==> config.mk <==
export PLATFORM = sky130hd
export DESIGN_NAME = cpu_bus_ctrl_flat
export DESIGN_NICKNAME = d
export VERILOG_FILES = /design/src/rtl/cpu_bus_ctrl_pkg.sv /design/src/rtl/cpu_bus_ctrl_if.sv /design/src/rtl/cpu_bus_ctrl_decode.sv /design/src/rtl/cpu_bus_ctrl.sv /design/src/flat_wrapper.sv
export SDC_FILE = /design/constraint.sdc
export NUM_CORES = 1
export LEC_CHECK = 0
export BUFFER_PORTS_ARGS = -buffer_cell sky130_fd_sc_hd__buf_2
export CORE_MARGIN = 1
export CORE_UTILIZATION = 35
export CTS_CLUSTER_DIAMETER = 60
export DETAILED_ROUTE_END_ITERATION = 8
export GPL_ROUTABILITY_DRIVEN = 0
export PLACE_DENSITY = 0.69
export SKIP_CTS_REPAIR_TIMING = 1
export SLEW_MARGIN = 25
export SYNTH_ARGS = -nofsm -noshare
export SYNTH_HDL_FRONTEND = slang
export SYNTH_SLANG_ARGS = --single-unit
==> constraint.sdc <==
create_clock -name i_cpu_clk -period 6.86 [get_ports i_cpu_clk]
set_input_delay 0 -clock i_cpu_clk [delete_from_list [all_inputs] [get_ports i_cpu_clk]]
set_output_delay 0 -clock i_cpu_clk [all_outputs]
set_load 0.02 [all_outputs]
==> src/rtl/cpu_bus_ctrl_pkg.sv <==
// Shared types and constants for the CPU external bus controller.
package cpu_bus_pkg;

   // Controller FSM states
   typedef enum logic [1:0] {
      ST_IDLE = 2'd0,
      ST_MEM  = 2'd1,
      ST_IO   = 2'd2,
      ST_RESP = 2'd3
   } state_e;

   // Address decode result
   typedef enum logic [1:0] {
      T_MEM  = 2'd0,
      T_IO   = 2'd1,
      T_NONE = 2'd2
   } target_e;

   // Value returned for reads that cannot be served
   localparam logic [31:0] BUS_FILL = 32'hFFFF_FFFF;

endpackage

==> src/rtl/cpu_bus_ctrl_if.sv <==
// CPU-side request/response bundle of the bus controller.
interface cpu_bus_if #(
   parameter int unsigned ADDR_W = 32,
   parameter int unsigned DATA_W = 32
);
   logic              i_req;
   logic              i_we;
   logic [ADDR_W-1:0] i_addr;
   logic [DATA_W-1:0] i_wdata;
   logic [DATA_W-1:0] o_rdata;
   logic              o_ready;

   // CPU side drives the request, reads the response
   modport master (
      output i_req, i_we, i_addr, i_wdata,
      input  o_rdata, o_ready
   );

   // Controller side
   modport slave (
      input  i_req, i_we, i_addr, i_wdata,
      output o_rdata, o_ready
   );
endinterface

==> src/rtl/cpu_bus_ctrl_decode.sv <==
// Combinational address-to-target decode; the I/O window takes priority
// over the memory range.
module cpu_bus_decode
   import cpu_bus_pkg::*;
#(
   parameter int unsigned       ADDR_W    = 32,
   parameter logic [ADDR_W-1:0] MEM_LIMIT = 32'h0100_0000,
   parameter logic [15:0]       IO_BASE   = 16'hFF00
) (
   input  logic [ADDR_W-1:0] i_addr,
   output target_e           o_target
);

   // Pick the target for the presented address
   always_comb begin
      o_target = T_NONE;
      if (i_addr[ADDR_W-1 -: 16] == IO_BASE) begin
         o_target = T_IO;
      end else if (i_addr < MEM_LIMIT) begin
         o_target = T_MEM;
      end
   end

endmodule

==> src/rtl/cpu_bus_ctrl.sv <==
// CPU external bus controller: accepts one request per rising strobe,
// routes it to memory, the I/O window or nowhere, and returns a one-cycle
// ready pulse with read data.
module cpu_bus_ctrl
   import cpu_bus_pkg::*;
#(
   parameter int unsigned       ADDR_W    = 32,
   parameter int unsigned       DATA_W    = 32,
   parameter logic [ADDR_W-1:0] MEM_LIMIT = 32'h0100_0000,
   parameter logic [15:0]       IO_BASE   = 16'hFF00,
   parameter int unsigned       IO_WAIT   = 2,
   parameter int unsigned       TIMEOUT   = 255
) (
   input  logic              i_cpu_clk,
   input  logic              i_rst,
   cpu_bus_if.slave          cpu,
   output logic              o_mem_cs,
   output logic              o_mem_we,
   output logic [ADDR_W-1:0] o_mem_addr,
   output logic [DATA_W-1:0] o_mem_wdata,
   input  logic [DATA_W-1:0] i_mem_rdata,
   input  logic              i_mem_ack,
   output logic              o_io_sel,
   output logic              o_io_we,
   output logic [15:0]       o_io_addr,
   output logic [DATA_W-1:0] o_io_wdata,
   input  logic [DATA_W-1:0] i_io_rdata,
   output logic              o_bus_err,
   input  logic              i_err_clr
);

   localparam logic [15:0]       C_TIMEOUT = 16'(TIMEOUT);
   localparam logic [15:0]       C_IO_WAIT = 16'(IO_WAIT);
   localparam logic [DATA_W-1:0] C_FILL    = DATA_W'(BUS_FILL);

   state_e            r_state, w_state_next;
   logic              r_req_q;
   logic              r_we;
   logic [ADDR_W-1:0] r_addr;
   logic [DATA_W-1:0] r_wdata;
   logic [15:0]       r_cnt, w_cnt_next;
   logic [DATA_W-1:0] r_rdata, w_rdata_next;
   logic              r_bus_err;
   logic              w_req_edge;
   logic              w_accept;
   logic              w_set_err;
   target_e           w_target;

   cpu_bus_decode #(
      .ADDR_W    (ADDR_W),
      .MEM_LIMIT (MEM_LIMIT),
      .IO_BASE   (IO_BASE)
   ) u_decode (
      .i_addr   (cpu.i_addr),
      .o_target (w_target)
   );

   assign w_req_edge = cpu.i_req & ~r_req_q;

   // Next state, shared counter and read data. r_cnt is the timeout in MEM,
   // the remaining select cycles in IO, and a turnaround delay in RESP:
   // unmapped and I/O accesses spend one extra cycle in RESP before ready.
   always_comb begin
      w_state_next = r_state;
      w_cnt_next   = r_cnt;
      w_rdata_next = r_rdata;
      w_accept     = 1'b0;
      w_set_err    = 1'b0;
      case (r_state)
         ST_IDLE: begin
            if (w_req_edge) begin
               w_accept = 1'b1;
               case (w_target)
                  T_MEM: begin
                     w_state_next = ST_MEM;
                     w_cnt_next   = C_TIMEOUT;
                  end
                  T_IO: begin
                     w_state_next = ST_IO;
                     w_cnt_next   = C_IO_WAIT;
                  end
                  default: begin
                     w_state_next = ST_RESP;
                     w_cnt_next   = 16'd1;
                     w_set_err    = 1'b1;
                     if (!cpu.i_we) w_rdata_next = C_FILL;
                  end
               endcase
            end
         end
         ST_MEM: begin
            if (i_mem_ack) begin
               // ack wins over a simultaneous expiry
               if (!r_we) w_rdata_next = i_mem_rdata;
               w_state_next = ST_RESP;
               w_cnt_next   = 16'd0;
            end else if (r_cnt == 16'd1) begin
               if (!r_we) w_rdata_next = C_FILL;
               w_set_err    = 1'b1;
               w_state_next = ST_RESP;
               w_cnt_next   = 16'd0;
            end else begin
               w_cnt_next = r_cnt - 16'd1;
            end
         end
         ST_IO: begin
            if (r_cnt == 16'd0) begin
               if (!r_we) w_rdata_next = i_io_rdata;
               w_state_next = ST_RESP;
               w_cnt_next   = 16'd1;
            end else begin
               w_cnt_next = r_cnt - 16'd1;
            end
         end
         default: begin
            if (r_cnt == 16'd0) begin
               w_state_next = ST_IDLE;
            end else begin
               w_cnt_next = r_cnt - 16'd1;
            end
         end
      endcase
   end

   // State, counter, captured request, read data and sticky error
   always_ff @(posedge i_cpu_clk or posedge i_rst) begin
      if (i_rst) begin
         r_state   <= ST_IDLE;
         r_req_q   <= 1'b0;
         r_we      <= 1'b0;
         r_addr    <= '0;
         r_wdata   <= '0;
         r_cnt     <= '0;
         r_rdata   <= '0;
         r_bus_err <= 1'b0;
      end else begin
         r_state <= w_state_next;
         r_req_q <= cpu.i_req;
         r_cnt   <= w_cnt_next;
         r_rdata <= w_rdata_next;
         if (w_accept) begin
            r_we    <= cpu.i_we;
            r_addr  <= cpu.i_addr;
            r_wdata <= cpu.i_wdata;
         end
         if (w_set_err) begin
            r_bus_err <= 1'b1;
         end else if (i_err_clr) begin
            r_bus_err <= 1'b0;
         end
      end
   end

   assign o_mem_cs    = (r_state == ST_MEM);
   assign o_mem_we    = o_mem_cs & r_we;
   assign o_mem_addr  = r_addr;
   assign o_mem_wdata = r_wdata;
   assign o_io_sel    = (r_state == ST_IO);
   assign o_io_we     = o_io_sel & r_we;
   assign o_io_addr   = r_addr[15:0];
   assign o_io_wdata  = r_wdata;
   assign o_bus_err   = r_bus_err;
   assign cpu.o_rdata = r_rdata;
   assign cpu.o_ready = (r_state == ST_RESP) && (r_cnt == 16'd0);

endmodule

==> src/flat_wrapper.sv <==
// flat-port wrapper written by rule: the top's interface ports become plain ports
module cpu_bus_ctrl_flat import cpu_bus_pkg::*;
#(
   parameter int unsigned       ADDR_W    = 32,
   parameter int unsigned       DATA_W    = 32,
   parameter logic [ADDR_W-1:0] MEM_LIMIT = 32'h0100_0000,
   parameter logic [15:0]       IO_BASE   = 16'hFF00,
   parameter int unsigned       IO_WAIT   = 2,
   parameter int unsigned       TIMEOUT   = 255
)
  (i_cpu_clk, i_rst, o_mem_cs, o_mem_we, o_mem_addr, o_mem_wdata, i_mem_rdata, i_mem_ack, o_io_sel, o_io_we, o_io_addr, o_io_wdata, i_io_rdata, o_bus_err, i_err_clr, cpu_i_req, cpu_i_we, cpu_i_addr, cpu_i_wdata, cpu_o_rdata, cpu_o_ready);
  cpu_bus_if #(.ADDR_W(ADDR_W), .DATA_W(DATA_W)) cpu_i ();
  input  logic i_cpu_clk;
  input  logic i_rst;
  output logic o_mem_cs;
  output logic o_mem_we;
  output logic [ADDR_W-1:0] o_mem_addr;
  output logic [DATA_W-1:0] o_mem_wdata;
  input  logic [DATA_W-1:0] i_mem_rdata;
  input  logic i_mem_ack;
  output logic o_io_sel;
  output logic o_io_we;
  output logic [15:0] o_io_addr;
  output logic [DATA_W-1:0] o_io_wdata;
  input  logic [DATA_W-1:0] i_io_rdata;
  output logic o_bus_err;
  input  logic i_err_clr;
  input wire logic [$bits(cpu_i.i_req)-1:0] cpu_i_req;
  input wire logic [$bits(cpu_i.i_we)-1:0] cpu_i_we;
  input wire logic [$bits(cpu_i.i_addr)-1:0] cpu_i_addr;
  input wire logic [$bits(cpu_i.i_wdata)-1:0] cpu_i_wdata;
  output wire logic [$bits(cpu_i.o_rdata)-1:0] cpu_o_rdata;
  output wire logic [$bits(cpu_i.o_ready)-1:0] cpu_o_ready;
  assign cpu_i.i_req = cpu_i_req;
  assign cpu_i.i_we = cpu_i_we;
  assign cpu_i.i_addr = cpu_i_addr;
  assign cpu_i.i_wdata = cpu_i_wdata;
  assign cpu_o_rdata = cpu_i.o_rdata;
  assign cpu_o_ready = cpu_i.o_ready;
  cpu_bus_ctrl #(.ADDR_W(ADDR_W), .DATA_W(DATA_W), .MEM_LIMIT(MEM_LIMIT), .IO_BASE(IO_BASE), .IO_WAIT(IO_WAIT), .TIMEOUT(TIMEOUT)) u_core (.i_cpu_clk(i_cpu_clk), .i_rst(i_rst), .cpu(cpu_i), .o_mem_cs(o_mem_cs), .o_mem_we(o_mem_we), .o_mem_addr(o_mem_addr), .o_mem_wdata(o_mem_wdata), .i_mem_rdata(i_mem_rdata), .i_mem_ack(i_mem_ack), .o_io_sel(o_io_sel), .o_io_we(o_io_we), .o_io_addr(o_io_addr), .o_io_wdata(o_io_wdata), .i_io_rdata(i_io_rdata), .o_bus_err(o_bus_err), .i_err_clr(i_err_clr));
endmodule
== Word level (Yosys, flattened, before mapping) ==
Cells that the tools add are included.
W data, S select, Z words.

* $add $sub $neg: 1
* $lt $le $gt $ge: 1
* Eq/ne operators: 14
* Muxes and demuxes: 35
* Bitwise logic cells: 4
* Reductions and logical operators: 11

{| class="wikitable"
|+ Operator list
! cell !! number
|-
| $mux W32 || 9
|-
| $pmux W32 S3 || 1
|-
| $mux W16 || 5
|-
| $pmux W16 S3 || 1
|-
| $lt A32 B25 Y1 const B || 1
|-
| $eq A16 B1 Y1 const B || 1
|-
| $eq A16 B16 Y1 const B || 1
|-
| $logic_not A16 Y1 || 1
|-
| $pmux W8 S2 || 1
|-
| $sub A16 B1 Y16 const B || 1
|-
| $mux W2 || 7
|-
| $ne A2 B2 Y1 const B || 5
|-
| $mux W1 || 8
|-
| $reduce_and A8 Y1 || 1
|-
| $pmux W2 S3 || 1
|-
| $reduce_bool A3 Y1 || 2
|-
| $eq A2 B1 Y1 const B || 2
|-
| $eq A2 B2 Y1 const B || 2
|-
| $logic_not A2 Y1 || 2
|-
| $ne A4 B2 Y1 const B || 1
|-
| $pmux W2 S2 || 1
|-
| $reduce_and A4 Y1 || 1
|-
| $and A1 B1 Y1 || 3
|-
| $ne A3 B3 Y1 const B || 1
|-
| other kinds (7) || 7
|}

* Register bits after elaboration: 117
* Input bits: 134
* Output and inout bits: 150
* Logic and storage cells: 74

== Longest topological paths before layout ==
* Depth in word-level cells: 9
* Mapped depth: 9
* Depth with buffers taken out: 7

== Hierarchy ==
A second synthesis with hierarchy kept.

* Cells, all modules: 457
* Area, all modules: 5960.7 um2

{| class="wikitable"
|+ By module, submodules not included
! module !! times used !! cells an instance !! area each (um2) !! seq. area each (um2)
|-
| cpu_bus_ctrl || 1 || 449 || 5861.9 || 2927.8
|-
| cpu_bus_decode || 1 || 8 || 98.8 || 0.0
|}

== Least setup slack after synthesis ==
OpenSTA, ideal clock, no wires.

* Kind: register to register
* Start point: reg u_core.r_state[1]
* End point: reg u_core.r_rdata[0], in the netlist u_core.cpu.o_rdata[0]
* Library setup time: 0.128 ns
* Arrival time: 2.217 ns
* Required time: 6.732 ns
* Path slack: 4.515 ns
* Cell stages (with the launch flop): 10
* Buffers on the path: 2
* Period minus slack after synthesis: 2.345 ns
* Cells stage by stage: dfrtp_1 inv_1 ha_1 clkbuf_1 o21a_1 nor3_1 nand3_1 a221oi_2 buf_4 mux2_1

* Longest elaborated chain between the ends: 3
* Elaborated cells between the ends (all ways): 13
* Classes of those cells: eq/ne (9); mux (1); reduce/logical (3)

{| class="wikitable"
|+ RTL lines
! element !! line !! text
|-
| start, declared || cpu_bus_ctrl.sv:36 || <nowiki>state_e r_state, w_state_next;</nowiki>
|-
| start signal, assigned || cpu_bus_ctrl.sv:137 || <nowiki>r_state <= w_state_next;</nowiki>
|-
| $eq A2 B1 Y1 * || n/a ||
|-
| named net o_mem_cs || flat_wrapper.sv:15 || <nowiki>output logic o_mem_cs;</nowiki>
|-
| $ne A3 B3 Y1 (no line), or another cell as far along || n/a ||
|-
| $reduce_and A8 Y1 (no line) || n/a ||
|-
| end signal, assigned || cpu_bus_ctrl.sv:140 || <nowiki>r_rdata <= w_rdata_next;</nowiki>
|-
| end, declared || cpu_bus_ctrl.sv:42 || <nowiki>logic [DATA_W-1:0] r_rdata, w_rdata_next;</nowiki>
|}

Mark *: on every way through the listed nets, which the timed path passes. The rest lies on a longest branch.
A chain may end at the register's enable or synchronous reset.

== Final worst setup path ==
* Start point: reg u_core.r_cnt[0]
* End point: reg u_core.r_cnt[2]

* Longest elaborated chain between the ends: 4
* Elaborated cells between the ends (all ways): 10
* Classes of those cells: add/sub (1); eq/ne (2); mux (5); reduce/logical (2)

{| class="wikitable"
|+ RTL lines
! element !! line !! text
|-
| start, declared || cpu_bus_ctrl.sv:41 || <nowiki>logic [15:0] r_cnt, w_cnt_next;</nowiki>
|-
| start signal, assigned || cpu_bus_ctrl.sv:139 || <nowiki>r_cnt <= w_cnt_next;</nowiki>
|-
| $sub A16 B1 Y16 or $eq A16 B1 Y1 (tied branches) || n/a ||
|-
| $mux W16 || cpu_bus_ctrl.sv:97 || <nowiki>end else if (r_cnt == 16'd1) begin</nowiki>
|-
| $mux W16 || cpu_bus_ctrl.sv:92 || <nowiki>if (i_mem_ack) begin</nowiki>
|-
| $pmux W16 S3 || cpu_bus_ctrl.sv:69 || <nowiki>case (r_state)</nowiki>
|}

Parallel ways exist; a longest one is shown, timed or not. The select of a mux whose other input is x is not followed.

==> impl.org <==
** Final layout
- Cells with a size suffix above 1 make up between 40 and 50% of the layout.
- Most frequent cells in the layout :: buf_2 (283), dlygate4sd3_1 (119), dfrtp_1 (117)
- Layout overhead on the synthesized area :: 50.4%
- 0 antenna diodes ended up in the layout.
- Commonest non-fill, non-tap cell in the layout :: buf_2
- At the end of the flow, the number of nets in the layout was 1014.

** Routing
- The count of nets left with antenna violations once routing finished came out at 0.
- Vias/cell :: 4.80
- In the final routing, the length of wire on met1 measures 6760 um.
- Before antenna repair, the detailed router went through 4 iterations.
- Summed over all layers, the routed wires come to 16600 um.
- The routed layout has 5302 vias.
- 1st-iter DRT viols :: 203
- The highest layer touched by signal routing is met4.
- Average wire length per cell after detail routing :: 15.0 um
- Wire length on met2 :: 8600 um
- DRC violations left :: 0
- Wire segments on met3 add up to between 700 and 800 um in the final route.

** Critical path
- Chain of cells forming the critical path :: inv_1, ha_1, nor4b_1, nand4_2, a221oi_4, nor2_2, a221o_1
- Among cell families on the critical path, the largest total delay comes from compound AO/OA/AOI/OAI gates.
- Kind of critical path :: register to register
- For flop-to-flop paths, the worst setup slack is 3.99 ns.
- CP Buf/Inv Count :: 1
- In this run the worst path has a maximum fanout of 16.
- Worst flop-to-flop path endpoint :: u_core.r_cnt[2]
- In this run the number of cells on the critical path is 7.
- The worst register-to-register path begins at u_core.r_cnt[0].
- Data arrival time of the worst path :: 3.16 ns
- The worst setup path is launched from a register.
- Counting cells, the worst reg-to-reg path comes to 7.
- Delay of the slowest critical-path stage :: 0.76 ns
- Data on the critical path is required at its endpoint by 7.15 ns.
- The slowest stage of the critical path belongs to the cell a221oi_4.
- STA classifies the critical path endpoint as a register.

** Floorplanning
- The floorplan step set the die height to 132 um.
- I/O pin count :: 284
- Chip width :: 132 um
- # rows :: 47
- For this configuration, the core starts out at a cell density of 35.8%.
- The total area inside the core boundary comes to between 15000 and 20000 sq um.
- The floorplan step defined a die boundary enclosing 17400 sq um.

** Worst hold path
- The worst hold path was traced through 4 stages.
- The worst hold path begins at i_mem_rdata[27].
- The min-delay analysis places its worst path in the category primary input to register.
- The worst hold path terminates at u_core.cpu.o_rdata[27].

** STA
- Based on the critical path, the design can be clocked at up to 348 MHz.
- Clock period minus worst slack :: 2.87 ns
- Measured against its own limit, the worst slew margin works out to 42.5%.
- Setup repair after global routing left no endpoint under its margin.
- Pin slew with the least headroom to its limit :: 0.863 ns
- The final hold violation count is 6.
- Number of setup violations in the final report :: 0
- Worst hold slack :: -0.0249 ns
- The number of pins with negative max-slew slack in the final report came to 0.
- Adding up every negative setup slack in the final design gives 0 ns.
- Clock Skews :: 0.0118 ns
- Post-route worst setup slack :: 3.99 ns
- Fin crit share :: a little over two fifths

** Power and ir drop
- Total power for the finished layout comes to about 4.6 mW.
- Leakage power summed over all cells :: 4.23 nW
- Largest vdd supply drop :: 0.000286 V
- Total power density per cell area :: 512 nW/um^2

** GRT
- Global routing consumed, over all layers together, 16.5% of the routing resources.
- Maximum number of pins on one net before global-route repair :: slightly below 80
- Remaining global-route overflow :: 0
- Via count of the first global-routing pass :: approximately 4400
- The initial antenna violation count came to 0.
- Global-route wire length before repair :: 22600 um

** Synth
- In this run the mean area of a mapped cell was between 10 and 15 sq um.
- The synthesized netlist occupies a cell area of just under 6000 sq um.
- When the netlist entered floorplanning its net count stood at 669.
- During synthesis, Yosys emitted a total of 0 warnings.
- Synthesis produced a netlist whose cell count is 527.
- Yosys reg bits :: 117
- Top flip-flop cell by instance count after synthesis :: dfrtp_1
- For this run, asynchronously set or reset flops after synthesis account for 100%.
- Unique cell type count in the Yosys netlist :: 47
- For this run, the register share of the synthesized area comes to between 40% and 50%.
- Number of enable flip-flop cells after synthesis :: 0

** Status
- Result of the run :: finished, violations left
- The final reports fail on hold timing.

** Clock tree
- Clock Sinks :: 117
- After clock tree synthesis, the clock-pin slew on the worst setup and hold paths is ~0.06 ns.
- The H-tree was split into 4 levels.
- Clock root cell :: clkbuf_16
- Clock tree from TritonCTS :: done
- The clock passes through at most 2 buffers.
- Total clock buffers created by CTS :: 17
- Clock latency reported for the late side of the worst-skew pair :: 0.41 ns

** Run
- The tool flagged a number of max-cap violations equal to 0.

** Place
- The count of buffers added on input and output ports is between 200 and 300.
- Worst slack at placement :: a little under 4 ns
- Final HPWL from detailed placement :: 10200 um
==> cells in the mapped netlist, types with 2 or more instances <==
cell type	n	area [sq um]
dfrtp_1	117	2930
mux2_2	68	766
buf_4	51	383
o21ai_0	41	205
nand2_1	40	150
nand3_1	35	175
mux2_1	30	338
clkbuf_1	22	82.6
nor2_1	13	48.8
inv_1	11	41.3
nor4_1	9	56.3
ha_1	8	100
o21ai_1	8	40.0
a21oi_1	6	30.0
a221o_1	6	60.1
nor2b_1	6	37.5
nor3_1	6	30.0
a22o_1	5	43.8
and2_1	4	25.0
and4_1	4	35.0
buf_1	3	11.3
buf_2	2	10.0
buf_6	2	22.5
mux2i_1	2	20.0
nand4_1	2	12.5
nor4_4	2	42.5
nor4b_1	2	17.5
o21a_1	2	15.0
o21bai_1	2	15.0
==> registers in the layout, indices dropped and copies added (netlist names) <==
| signal | cells |
|---|---|
| u_core.o_io_wdata | 32 |
| u_core.r_we | 1 |
| u_core.r_cnt | 16 |
| u_core.r_req_q | 1 |
| u_core.o_mem_addr | 32 |
| u_core.r_state | 2 |
| u_core.o_bus_err | 1 |
| u_core.cpu.o_rdata | 32 |
==> cell type report <==
| type | count | area [sq um] |
|---|---|---|
| clock inverter | 12 | 95.1 |
| sequential | 117 | 2930 |
| fill | 1420 | 7630 |
| inverter | 11 | 43.8 |
| timing repair buffer | 406 | 2640 |
| clock buffer | 20 | 457 |
| tap | 220 | 275 |
| multi-input combinational | 319 | 2460 |
==> layer usage <==
metal  global-route usage [%]  vias up
met3                     3.96       29
met2                     26.0      197
met1                     21.7     2563
li1                         -     2513
met5                        0        -
met4                     6.98        0
==> kinds of logic after synthesis <==
kind of cell             synth area share [%]
multiplexers                             19.0
buffers and inverters                    9.31
AND/OR/NAND/NOR                          11.6
flip-flops                               49.5
adder cells (fa/ha/maj)                  1.69
AO/OA/AOI/OAI                            8.90
==> stage by stage <==
step | cell area [sq um] | hold slack [ns] | util [%] | cells
floorplan | 5920 | 0.0314 | - | 527
global placement | 7140 | 0.0675 | 43.2 | 954
detailed placement | 7150 | 0.0699 | 43.2 | 954
CTS | 7700 | -0.371 | 46.6 | 986
global route | 8900 | 0.00865 | 53.8 | 1105
finish | 8900 | -0.0249 | 53.8 | 1105
==> tightest hold or removal path: stages <==
cell and delay (ns):
buf_2 0.08, o21ai_0 0.06, nand3_1 0.07, mux2_1 0.12
==> worst max-delay path by stage <==
stage                       from                      to
6_report         u_core.r_cnt[0]         u_core.r_cnt[2]
5_1_grt          u_core.r_cnt[0]         u_core.r_cnt[2]
4_1_cts        u_core.r_state[1]   u_core.cpu.o_rdata[5]
3_5_place_dp   u_core.r_state[1]  u_core.cpu.o_rdata[16]
3_3_place_gp   u_core.r_state[0]         u_core.r_cnt[5]
2_1_floorplan              i_rst   u_core.cpu.o_rdata[0]
==> power by group <==
group	switching [mW]	internal (mW)	total (mW)
sequential	0.222	1.02	1.24
clock	0.332	0.486	0.818
combinational	1.43	1.07	2.50
total	1.98	2.57	4.56
No activity file was read; power rests on OpenSTA's default activity.
